--- src/rtl/wallace_mult_pipe.sv ---
// ---------------------------------------------------------------------------
// wallace_mult_pipe
//   Pipelined, parametrised Wallace-tree multiplier with valid/ready
//   handshakes on both sides. Each operation selects signed (Baugh-Wooley)
//   or unsigned (plain AND array) partial products. The rows are reduced
//   by 3:2 carry-save layers down to two rows. The final carry-propagate
//   adder feeds the registered product.
//
//   Parameters
//     N       operand width (4..32)
//     STAGES  register stages from input capture to prod (1..4)
//
//   Ports
//     clk, rst             clock, asynchronous active-high reset
//     in_valid / in_ready  input handshake (in_ready is combinational)
//     mp, ml, sgn          operands and signed-mode select
//     out_valid/out_ready  output handshake
//     prod                 registered 2N-bit exact product
//
//   Optional feature (macro WALLACE_MULT_ACC_EN)
//     acc_clr  input, travels with the transaction
//     acc      2N+4-bit running sum of extended products. It is updated
//              on each output transfer.
// ---------------------------------------------------------------------------
module wallace_mult_pipe #(
  parameter int N      = 8,
  parameter int STAGES = 3
) (
  input  logic           clk,
  input  logic           rst,
  input  logic           in_valid,
  output logic           in_ready,
  input  logic [N-1:0]   mp,
  input  logic [N-1:0]   ml,
  input  logic           sgn,
`ifdef WALLACE_MULT_ACC_EN
  input  logic           acc_clr,
  output logic [2*N+3:0] acc,
`endif
  output logic           out_valid,
  input  logic           out_ready,
  output logic [2*N-1:0] prod
);

  localparam int W  = 2 * N;
  localparam int R  = N + 1;                    // N partial products + correction row
  localparam int NR = (STAGES > 1) ? STAGES - 1 : 1;

  typedef logic [R-1:0][W-1:0] rows_t;

  localparam logic [W-1:0] ONE_W   = {{(W-1){1'b0}}, 1'b1};
  // Baugh-Wooley constant: ones at bit N and bit 2N-1
  localparam logic [W-1:0] BW_CORR = (ONE_W << N) | (ONE_W << (W - 1));

  // Row count after one 3:2 layer: each full triple becomes two rows.
  function automatic int next_cnt(input int c);
    return (c / 3) * 2 + (c % 3);
  endfunction

  function automatic int count_layers();
    int c;
    int l;
    c = R;
    l = 0;
    for (int k = 0; k < 64; k++) begin
      if (c > 2) begin
        c = next_cnt(c);
        l = l + 1;
      end
    end
    return l;
  endfunction

  localparam int L = count_layers();

  // Partial products. In signed mode the cross terms holding exactly one
  // sign bit are inverted. The correction constant is also added.
  function automatic rows_t pp_gen(input logic [N-1:0] a, input logic [N-1:0] b,
                                   input logic s);
    rows_t       r;
    logic [W-1:0] row;
    r = '0;
    for (int j = 0; j < N; j++) begin
      row = '0;
      for (int i = 0; i < N; i++) begin
        row[i+j] = (a[i] & b[j]) ^ (s & ((i == N - 1) != (j == N - 1)));
      end
      r[j] = row;
    end
    r[N] = s ? BW_CORR : '0;
    return r;
  endfunction

  // One carry-save layer applies full adders to every complete triple of
  // rows. The 0-2 leftover rows pass through unchanged.
  function automatic rows_t csa_layer(input rows_t x, input int cnt);
    rows_t y;
    int    g;
    y = '0;
    g = cnt / 3;
    for (int i = 0; i < R / 3; i++) begin
      if (i < g) begin
        y[2*i]   = x[3*i] ^ x[3*i+1] ^ x[3*i+2];
        y[2*i+1] = ((x[3*i] & x[3*i+1]) | (x[3*i] & x[3*i+2]) |
                    (x[3*i+1] & x[3*i+2])) << 1;
      end
    end
    for (int r = 0; r < R; r++) begin
      if ((r >= 3 * g) && (r < cnt)) begin
        y[r-g] = x[r];
      end
    end
    return y;
  endfunction

  // Apply the layers in the index range [lo, hi) of the reduction tree.
  function automatic rows_t reduce_span(input rows_t x, input int lo, input int hi);
    rows_t y;
    int    c;
    y = x;
    c = R;
    for (int k = 0; k < L; k++) begin
      if ((k >= lo) && (k < hi)) begin
        y = csa_layer(y, c);
      end
      c = next_cnt(c);
    end
    return y;
  endfunction

  function automatic logic [W-1:0] cpa(input rows_t x);
    return x[0] + x[1];
  endfunction

  logic                    adv_s;
  rows_t                   stg_in_s  [STAGES];
  rows_t                   stg_out_s [STAGES];
  logic [STAGES-1:0]       stg_vld_s;
  rows_t                   rows_r    [NR];
  logic [NR-1:0]           vld_r;
  logic [W-1:0]            sum_s;

  // The whole pipeline advances when the output slot is empty or draining.
  always_comb begin
    adv_s = ~out_valid | out_ready;
  end

  assign in_ready = adv_s;

  // Compressor layers are split as evenly as integer division allows.
  // Stage 0 takes the live inputs; later stages take their register.
  for (genvar s = 0; s < STAGES; s++) begin : g_stage
    if (s == 0) begin : g_head
      assign stg_in_s[s]  = pp_gen(mp, ml, sgn);
      assign stg_vld_s[s] = in_valid;
    end else begin : g_body
      assign stg_in_s[s]  = rows_r[s-1];
      assign stg_vld_s[s] = vld_r[s-1];
    end
    assign stg_out_s[s] = reduce_span(stg_in_s[s], (s * L) / STAGES,
                                      ((s + 1) * L) / STAGES);
  end

  // Final carry-propagate adder on the two remaining rows
  always_comb begin
    sum_s = cpa(stg_out_s[STAGES-1]);
  end

  // Pipeline and output registers shift together and hold on stall.
  // Bubbles shift like data.
  always_ff @(posedge clk or posedge rst) begin
    if (rst) begin
      for (int i = 0; i < NR; i++) begin
        rows_r[i] <= '0;
      end
      vld_r     <= '0;
      prod      <= '0;
      out_valid <= 1'b0;
    end else if (adv_s) begin
      for (int i = 0; i < STAGES - 1; i++) begin
        rows_r[i] <= stg_out_s[i];
        vld_r[i]  <= stg_vld_s[i];
      end
      prod      <= sum_s;
      out_valid <= stg_vld_s[STAGES-1];
    end
  end

`ifdef WALLACE_MULT_ACC_EN
  logic [STAGES-1:0][1:0] stg_side_s;           // {acc_clr, sgn} per stage input
  logic [NR-1:0][1:0]     side_r;
  logic                   out_sgn_r;
  logic                   out_clr_r;
  logic [W+3:0]           prod_ext_s;

  for (genvar s = 0; s < STAGES; s++) begin : g_side
    if (s == 0) begin : g_head
      assign stg_side_s[s] = {acc_clr, sgn};
    end else begin : g_body
      assign stg_side_s[s] = side_r[s-1];
    end
  end

  // Mode and clear flags follow their transaction through the pipeline.
  always_ff @(posedge clk or posedge rst) begin
    if (rst) begin
      side_r    <= '0;
      out_sgn_r <= 1'b0;
      out_clr_r <= 1'b0;
    end else if (adv_s) begin
      for (int i = 0; i < STAGES - 1; i++) begin
        side_r[i] <= stg_side_s[i];
      end
      out_clr_r <= stg_side_s[STAGES-1][1];
      out_sgn_r <= stg_side_s[STAGES-1][0];
    end
  end

  // Extend the product according to its own transaction's mode
  always_comb begin
    prod_ext_s = {{4{out_sgn_r & prod[W-1]}}, prod};
  end

  // Accumulate on each output transfer (wraps modulo 2^(2N+4))
  always_ff @(posedge clk or posedge rst) begin
    if (rst) begin
      acc <= '0;
    end else if (out_valid && out_ready) begin
      if (out_clr_r) begin
        acc <= prod_ext_s;
      end else begin
        acc <= acc + prod_ext_s;
      end
    end
  end
`endif

endmodule

--- config.mk ---
export PLATFORM = sky130hd
export DESIGN_NAME = wallace_mult_pipe
export DESIGN_NICKNAME = d
export VERILOG_FILES = /design/src/rtl/wallace_mult_pipe.sv
export SDC_FILE = /design/constraint.sdc
export NUM_CORES = 1
export LEC_CHECK = 0
export BUFFER_PORTS_ARGS = -buffer_cell sky130_fd_sc_hd__buf_4
export CAP_MARGIN = 20
export CORE_MARGIN = 1.5
export CORE_UTILIZATION = 45
export CTS_BUF_LIST = sky130_fd_sc_hd__clkbuf_16
export DETAILED_ROUTE_END_ITERATION = 12
export PLACE_DENSITY = 0.73
export SLEW_MARGIN = 5
export SYNTH_ARGS = -nofsm -noshare
export SYNTH_HDL_FRONTEND = slang
export SYNTH_SLANG_ARGS = --single-unit
--- constraint.sdc ---
create_clock -name clk -period 3.4 [get_ports clk]
set_input_delay 0.68 -clock clk [delete_from_list [all_inputs] [get_ports clk]]
set_output_delay 0.68 -clock clk [all_outputs]
set_load 0.01 [all_outputs]
==> results of run 1 <==
[worst max-delay path: stages (launching register included)]
cell and delay, ns:
dfrtp_1 0.40, fa_1 0.54, ha_1 0.22, ha_1 0.23, fa_1 0.47, a21oi_1 0.23, o211ai_1 0.18, a221oi_2 0.27
xor2_1 0.18, a21oi_1 0.09
[cell families after synthesis]
family,after synthesis
adders and majority gates,71
AOI/OAI and AO/OA,55
and+or+nand+nor,333
buffers and inverters,71
DFF,113
xor gates and xnor gates,25
[synth_stat cells (7+ instances only)]
cell type  count
fa_1          38
nand2_1      274
dfrtp_1      113
buf_2         13
a21oi_1        8
o21ai_0       32
xor2_1         7
ha_1          33
clkbuf_1      16
inv_1         42
and2_1        45
xnor2_1       18
[final timing paths]
check | startpoint | end | slack (ns)
max in group asynchronous | rst | prod[4] | 2.17
hold reg to reg | vld_r[1] | vld_r[1] | 0.45
setup reg to reg | rows_r[5] | prod[13] | 0.45
hold / removal | rst | prod[9] | 0.39
setup / recovery | rows_r[5] | prod[13] | 0.45
min in group clk | vld_r[1] | vld_r[1] | 0.45
[sequential cells by signal (all words and copies together) (netlist names)]
register	flops
rows_r	94
prod	16
vld_r	2
out_valid	1
[metrics by stage]
stage | std cells | area (um2) | util, % | hold slack (ns) | total power, uW
after floorplan | 668 | 6230 | - | 0.430 | 4240
after global placement | 856 | 6680 | 49.9 | 0.444 | 4940
after detailed placement | 856 | 6680 | 49.9 | 0.448 | 5050
after CTS | 888 | 7220 | 53.9 | 0.410 | 6700
after global routing | 888 | 7220 | 53.9 | 0.452 | 7210
final | 888 | 7220 | 53.9 | 0.388 | 6650
[power breakdown]
part           leakage (uW)  internal, uW  total (uW)  switching, uW
sequential          0.00142          1790        2020            235
combinational       0.00205          1280        3000           1730
clock              0.000288          1040        1620            580
total               0.00377          4100        6650           2540
[routing by layer]
metal	up-vias	routed length, um
met5	-	0
met4	0	181
met3	9	578
met2	102	5660
met1	2156	6090
li1	2136	-
[area by class of cell]
cell class | count | area, um2
sequential | 113 | 2830
clock buffer | 17 | 425
tap | 176 | 220
fill | 1176 | 6180
multi-input combinational | 484 | 3130
inverter | 42 | 163
clock inverter | 15 | 113
timing repair buffer | 41 | 345
==> flow_metrics.py, run 1 <==
metrics = {
    "outcome": {
        "outcome": "finished, final reports clean",
    },
    "critical_path": {
        "start_kind": "flip-flop",
        "rr_worst_depth": 9,
        "setup.worst_path.end_class": "flip-flop",
        "cp.arrival_ns": 3.22,
        "cp_max_fo": 3,
        "crit_required_ns": 3.67,
        "criticalPathCategory": "reg -> reg",
    },
    "synthesis": {
        "yosysWarnings": 0,
        "synthMuxAreaShare_pct": 0,
        "async_flop_share_pct": 100,
        "synthFlopType": "dfrtp_1",
        "ys_ff_latch": 113,
        "synth.avg_cell_area_um2": 9.32,
        "synth_edf_count": 0,
        "synthesis.nets": 760,
        "netlist_instances": 668,
        "synth_compound_gate_area_share_pct": 5.54,
        "synth_top_family_by_area": "simple AND/OR/NAND/NOR gates",
        "synth_cell_type_count": 29,
        "yosys.area_share.simple_pct": 22.2,
        "synthAdderAreaFrac_pct": 18.8,
        "ys_top_cells_by_area": "dfrtp_1, nand2_1, fa_1",
        "synthXorXnorAreaFrac_pct": 3.52,
        "synth_top_cell_area_share_pct": 45.4,
        "ys_seq_area_share_pct": 45.4,
        "syn_area_um2": 6230,
        "post-synth-top-area-cell": "dfrtp_1",
    },
    "grt": {
        "grt_pass1_vias": 4459,
        "grt.met1_usage_pct": 27.4,
        "grt-busiest-layer": "met2",
        "use_met2_pct": 28.5,
        "gr-usage-met3_pct": 4.67,
        "track_usage_pct": 19.3,
        "grt_max_degree": 131,
        "grt_pass1_wl_mm": 22.0,
        "antenna_found_initial": 0,
        "gr-total-overflow": 0,
    },
    "drt": {
        "drc": 0,
        "wl_mm": 12.5,
        "vias_per_cell": 4.96,
        "wl_per_cell_um": 14.1,
        "drtAntennaViolNets": 0,
        "dr_total_vias": 4403,
        "drt-initial-drc-count": 270,
        "drt_pass1_iterations": 5,
    },
    "power_and_ir_drop": {
        "power_density_nw_per_um2": 921,
        "ir_worst_vdd_mv": 0.492,
        "p_leak_uw": 0.00377,
    },
    "run": {
        "drv_cap": 0,
    },
    "clock_tree": {
        "h-tree-depth": 4,
        "clock_latency_ns": 0.42,
        "cts_tree": "done",
        "ctsResizeCount": 0,
        "clockRootBuffer": "clkbuf_16",
        "hold_buffers": 0,
        "cts_sinks": 113,
        "cts_buffer_depth": 2,
        "path_clk_slew_ns": 0.05,
        "cts_buffers": 17,
        "post_cts_buffers": 0,
    },
    "timing": {
        "fmax_ghz": 0.339,
        "worst_slack_ns": 0.447,
        "grt_setup_unrepaired": "false",
        "worst-slew-pin-transition_ns": 0.733,
        "clock_skew_ns": 0.00843,
        "hold_viol": 0,
        "slew_viol_final": 0,
        "tns_ns": 0,
        "setup_viol": 0,
        "timing.final.crit_period_ns": 2.95,
        "fin_crit_sh_pct": 86.9,
        "max_slew_margin_pct": 51.0,
    },
    "finish": {
        "final_common_cell": "nand2_1",
        "num_antenna_cells": 0,
        "area_growth_syn_to_layout_pct": 15.9,
        "nets": 791,
        "drive_gt1_share_pct": 10.1,
        "final_cell_mix": "nand2_1, dfrtp_1, inv_1",
    },
    "floorplanning": {
        "die-area_um2": 14600,
        "io_pins": 39,
        "core_area_um2": 13400,
        "start_util_pct": 46.5,
        "die_w_um": 121,
        "fp-row-count": 42,
        "die_y_um": 121,
    },
    "placement": {
        "dp_hpwl_mm": 8.49,
        "pre_cts_ws_ns": 0.445,
        "port_buffers": 38,
        "gp_congestion": 0.830,
    },
    "hold_path": {
        "holdCritPathClass": "in -> async",
    },
}
(Power assumes the default switching activity.)
==> run 2: changes to the inputs <==
--- a/config.mk
+++ b/config.mk
@@ -7,7 +7,7 @@
 export LEC_CHECK = 0
 export BUFFER_PORTS_ARGS = -buffer_cell sky130_fd_sc_hd__buf_4
 export CAP_MARGIN = 20
-export CORE_MARGIN = 1.5
+export CORE_ASPECT_RATIO = 0.8
 export CORE_UTILIZATION = 45
 export CTS_BUF_LIST = sky130_fd_sc_hd__clkbuf_16
 export DETAILED_ROUTE_END_ITERATION = 12
==> flow_metrics.py, run 2 (synthesis results as in run 1) <==
metrics = {
    "run": {
        "drv_cap": 0,
    },
    "power_and_ir_drop": {
        "clkPwrFrac_pct": 24.2,
        "seqPwrFrac_pct": 29.9,
        "p_switching_uw": 2640,
        "power_density_nw_per_um2": 933,
        "swShare_pct": 39.1,
        "intPower_uw": 4110,
        "ir_worst_vdd_mv": 0.573,
        "power_uw": 6740,
        "comb_power_share_pct": 45.9,
        "p_leak_uw": 0.00377,
    },
    "grt": {
        "grt_max_degree": 61,
        "use_met2_pct": 33.2,
        "track_usage_pct": 20.6,
        "gr-usage-met3_pct": 5.01,
        "grt_pass1_wl_mm": 22.8,
        "grt-busiest-layer": "met2",
        "gr-total-overflow": 0,
        "grt.met1_usage_pct": 28.0,
        "grt_pass1_vias": 4694,
        "antenna_found_initial": 0,
    },
    "finish": {
        "nets": 795,
        "stdcell_area_um2": 7220,
        "final_cell_count_no_fill": 894,
        "largest_reg_flops": 94,
        "area_growth_syn_to_layout_pct": 16.0,
        "drive_gt1_share_pct": 10.9,
        "reg_top3": "rows_r x94, prod x16, vld_r x2",
        "final_cell_mix": "nand2_1, dfrtp_1, and2_1",
        "num_antenna_cells": 0,
        "nFillCells": 1204,
        "final_common_cell": "nand2_1",
        "largest-register": "rows_r",
    },
    "critical_path": {
        "start_kind": "flip-flop",
        "critPathBufInv": 0,
        "path_cells": "fa_1, ha_1, ha_1, fa_1, a21oi_1, o211ai_1, a221oi_2, xor2_1, a21oi_1",
        "cp.arrival_ns": 3.24,
        "criticalPathCategory": "reg -> reg",
        "cp_max_fo": 3,
        "critPathTopFamily": "adder cells",
        "setup.worst_path.end_class": "flip-flop",
        "crit_required_ns": 3.66,
        "cpPeakStageDelay_ns": 0.54,
        "cp_slowest_cell": "fa_1",
    },
    "placement": {
        "gp_congestion": 0.805,
        "dpl-instance-area_um2": 6690,
        "dp_hpwl_mm": 9.18,
        "dpl.cell_count": 864,
        "pre_cts_ws_ns": 0.451,
        "port_buffers": 38,
    },
    "timing": {
        "worst_slack_ns": 0.422,
        "worst-slew-pin-transition_ns": 0.568,
        "grt_setup_unrepaired": "false",
        "tns_ns": 0,
        "fmax_ghz": 0.336,
        "slew_viol_final": 0,
        "timing.final.crit_period_ns": 2.98,
        "clock_skew_ns": 0.0105,
        "fin_crit_sh_pct": 87.6,
        "max_slew_margin_pct": 62.2,
        "hold_viol": 0,
        "setup_viol": 0,
    },
    "drt": {
        "drt-initial-drc-count": 347,
        "vias_per_cell": 5.10,
        "wl_mm": 13.4,
        "drtAntennaViolNets": 0,
        "dr_total_vias": 4561,
        "wl_per_cell_um": 14.9,
        "drc": 0,
        "drt_pass1_iterations": 5,
    },
    "floorplanning": {
        "io_pins": 39,
        "die-area_um2": 14300,
        "die_y_um": 107,
        "die_w_um": 134,
        "core_area_um2": 13600,
        "fp-row-count": 38,
        "start_util_pct": 46.0,
    },
    "clock_tree": {
        "cts_sinks": 113,
        "clockRootBuffer": "clkbuf_16",
        "post_cts_buffers": 0,
        "cts_buffers": 17,
        "hold_buffers": 0,
        "path_clk_slew_ns": 0.06,
        "clock_latency_ns": 0.41,
        "cts_buffer_depth": 2,
        "ctsResizeCount": 0,
        "cts_tree": "done",
        "h-tree-depth": 4,
    },
    "hold_path": {
        "holdCritPathClass": "in -> async",
    },
    "outcome": {
        "outcome": "finished, final reports clean",
    },
}
run 2: cell types whose count changed in the layout (fill, tap and decap cells not counted), sizes merged:
cell | previous run | this run
inv | 46 | 44
buf | 41 | 45
run 2: per-layer routing:
metal,vias to the layer above,wire length [um]
met1,2285,6340
met2,124,6170
met5,-,0
li1,2134,-
met4,0,129
met3,18,715
run 2: final cells by class:
type	count	area, um2	area share, %
Clock buffer	17	425	5.89
Clock inverter	13	108	1.49
Inverter	42	163	2.25
Multi-Input combinational cell	484	3130	43.3
Sequential cell	113	2830	39.1
Tap cell	180	225	3.12
Timing Repair Buffer	45	350	4.85
run 2: worst paths after layout:
check / start / to / slack [ns] / depth (start not counted)
max in group asynchronous: rst / prod[15] / 2.35 / 3
hold / removal: rst / rows_r[201] / 0.31 / 2
hold reg to reg: rows_r[197] / rows_r[197] / 0.46 / 2
setup / recovery: rows_r[5] / prod[13] / 0.42 / 9
setup reg to reg: rows_r[5] / prod[13] / 0.42 / 9
min in group clk: rows_r[197] / rows_r[197] / 0.46 / 2
run 2: power by group through the flow:
stage	combinational [uW]	sequential [uW]	clock, uW
floorplan	2210	2030	0
global placement	2930	2010	0
detailed placement	3050	2040	0
CTS	3110	2020	1660
global route	3520	2070	1710
finish	3090	2020	1630
run 2: through the flow:
stage	utilization, %	hold WS, ns
after floorplan	-	0.430
after global placement	49.4	0.447
after detailed placement	49.4	0.456
after CTS	53.3	0.314
after global routing	53.3	0.345
final	53.3	0.313
==> run 3: changes to the inputs <==
--- a/config.mk
+++ b/config.mk
@@ -11,7 +11,9 @@
 export CORE_UTILIZATION = 45
 export CTS_BUF_LIST = sky130_fd_sc_hd__clkbuf_16
 export DETAILED_ROUTE_END_ITERATION = 12
+export MAX_ROUTING_LAYER = met4
 export PLACE_DENSITY = 0.73
+export SKIP_LAST_GASP = 1
 export SLEW_MARGIN = 5
 export SYNTH_ARGS = -nofsm -noshare
 export SYNTH_HDL_FRONTEND = slang
==> flow_metrics.py, run 3 (synthesis results as in run 1) <==
metrics = {
    "power_and_ir_drop": {
        "clkPwrFrac_pct": 24.2,
        "comb_power_share_pct": 45.9,
        "swShare_pct": 39.1,
        "ir_worst_vdd_mv": 0.572,
        "seqPwrFrac_pct": 29.9,
        "p_leak_uw": 0.00377,
        "power_density_nw_per_um2": 934,
        "p_switching_uw": 2640,
        "intPower_uw": 4110,
    },
    "floorplanning": {
        "die-area_um2": 14300,
        "fp-row-count": 38,
        "io_pins": 39,
        "die_w_um": 134,
        "start_util_pct": 46.0,
        "die_y_um": 107,
        "core_area_um2": 13600,
    },
    "drt": {
        "dr_total_vias": 4495,
        "drt_pass1_iterations": 4,
        "drtAntennaViolNets": 0,
        "drt-initial-drc-count": 396,
        "wl_per_cell_um": 15.0,
        "wl_mm": 13.4,
        "vias_per_cell": 5.03,
        "drc": 0,
    },
    "clock_tree": {
        "path_clk_slew_ns": 0.06,
        "hold_buffers": 0,
        "post_cts_buffers": 0,
        "cts_tree": "done",
        "cts_buffers": 17,
        "clock_latency_ns": 0.41,
        "cts_sinks": 113,
        "cts_buffer_depth": 2,
        "clockRootBuffer": "clkbuf_16",
        "ctsResizeCount": 0,
        "h-tree-depth": 4,
    },
    "critical_path": {
        "cp_max_fo": 3,
        "start_kind": "flip-flop",
        "cp_slowest_cell": "fa_1",
        "cp.arrival_ns": 3.24,
        "path_cells": "fa_1, ha_1, ha_1, fa_1, a21oi_1, o211ai_1, a221oi_2, xor2_1, a21oi_1",
        "setup.worst_path.end_class": "flip-flop",
        "critPathTopFamily": "adder cells",
        "crit_required_ns": 3.66,
        "criticalPathCategory": "reg -> reg",
        "critPathBufInv": 0,
        "cpPeakStageDelay_ns": 0.54,
    },
    "placement": {
        "gp_congestion": 0.817,
        "port_buffers": 38,
        "dp_hpwl_mm": 9.18,
        "dpl.cell_count": 864,
    },
    "run": {
        "drv_cap": 0,
    },
    "grt": {
        "grt_pass1_wl_mm": 22.8,
        "gr-total-overflow": 0,
        "grt_pass1_vias": 4680,
        "antenna_found_initial": 0,
        "track_usage_pct": 21.2,
        "grt_max_degree": 61,
    },
    "finish": {
        "largest_reg_flops": 94,
        "reg_top3": "rows_r x94, prod x16, vld_r x2",
        "final_cell_mix": "nand2_1, dfrtp_1, and2_1",
        "nets": 795,
        "largest-register": "rows_r",
        "final_common_cell": "nand2_1",
        "drive_gt1_share_pct": 10.9,
        "nFillCells": 1204,
        "num_antenna_cells": 0,
        "area_growth_syn_to_layout_pct": 16.0,
        "final_cell_count_no_fill": 894,
    },
    "timing": {
        "slew_viol_final": 0,
        "clock_skew_ns": 0.0127,
        "setup_viol": 0,
        "fmax_ghz": 0.335,
        "timing.final.crit_period_ns": 2.98,
        "max_slew_margin_pct": 62.0,
        "grt_setup_unrepaired": "false",
        "fin_crit_sh_pct": 87.7,
        "worst-slew-pin-transition_ns": 0.570,
        "fin_hold_ws_ns": 0.312,
        "hold_viol": 0,
        "tns_ns": 0,
    },
    "outcome": {
        "outcome": "finished, final reports clean",
    },
    "hold_path": {
        "holdCritPathClass": "in -> async",
    },
}
## run 3: cell counts in the layout (fill, tap and decap cells not counted)
No cell type changed its count.
## run 3: layout make-up
class | count | area (um2) | area share (%)
multi-input cells | 484 | 3130 | 43.3
repair buffers | 45 | 350 | 4.85
flip-flops and latches | 113 | 2830 | 39.1
clock buffers | 17 | 425 | 5.89
well taps | 180 | 225 | 3.12
inverters | 42 | 163 | 2.25
clock inverters | 13 | 108 | 1.49
## run 3: through the flow
stage               worst slack (ns)  power (uW)  instance area [um2]  util [%]
CTS                            0.434        6800                 7220      53.3
finish                         0.417        6750                 7220      53.3
detailed placement             0.451        5090                 6690      49.4
global route                   0.309        7310                 7220      53.3
floorplan                      0.644        4240                 6230         -
global placement               0.501        4940                 6690      49.4
## run 3: path summary, 6_finish.rpt
check / from / endpoint / slack, ns / cells after the start
worst max-delay path: rows_r[5] / prod[13] / 0.42 / 9
worst min-delay path: rst / rows_r[217] / 0.31 / 2
worst max register to register: rows_r[5] / prod[13] / 0.42 / 9
worst min register to register: rows_r[144] / rows_r[0] / 0.46 / 2
max in group asynchronous: rst / prod[15] / 2.34 / 3
min in group clk: rows_r[144] / rows_r[0] / 0.46 / 2
## run 3: power by group through the flow
stage                     clock network (uW)  registers [uW]  logic, uW
final                                   1630            2020       3100
after global placement                     0            2010       2930
after CTS                               1660            2020       3110
after detailed placement                   0            2040       3050
after floorplan                            0            2030       2210
after global routing                    1710            2070       3520
## run 3: metal layers
metal | track usage, % | share of wire, % | up-vias
met5 | - | 0 | -
met4 | 5.28 | 1.2 | 0
met3 | 5.01 | 5.3 | 16
met2 | 33.0 | 46 | 115
met1 | 28.2 | 47 | 2230
li1 | - | - | 2134
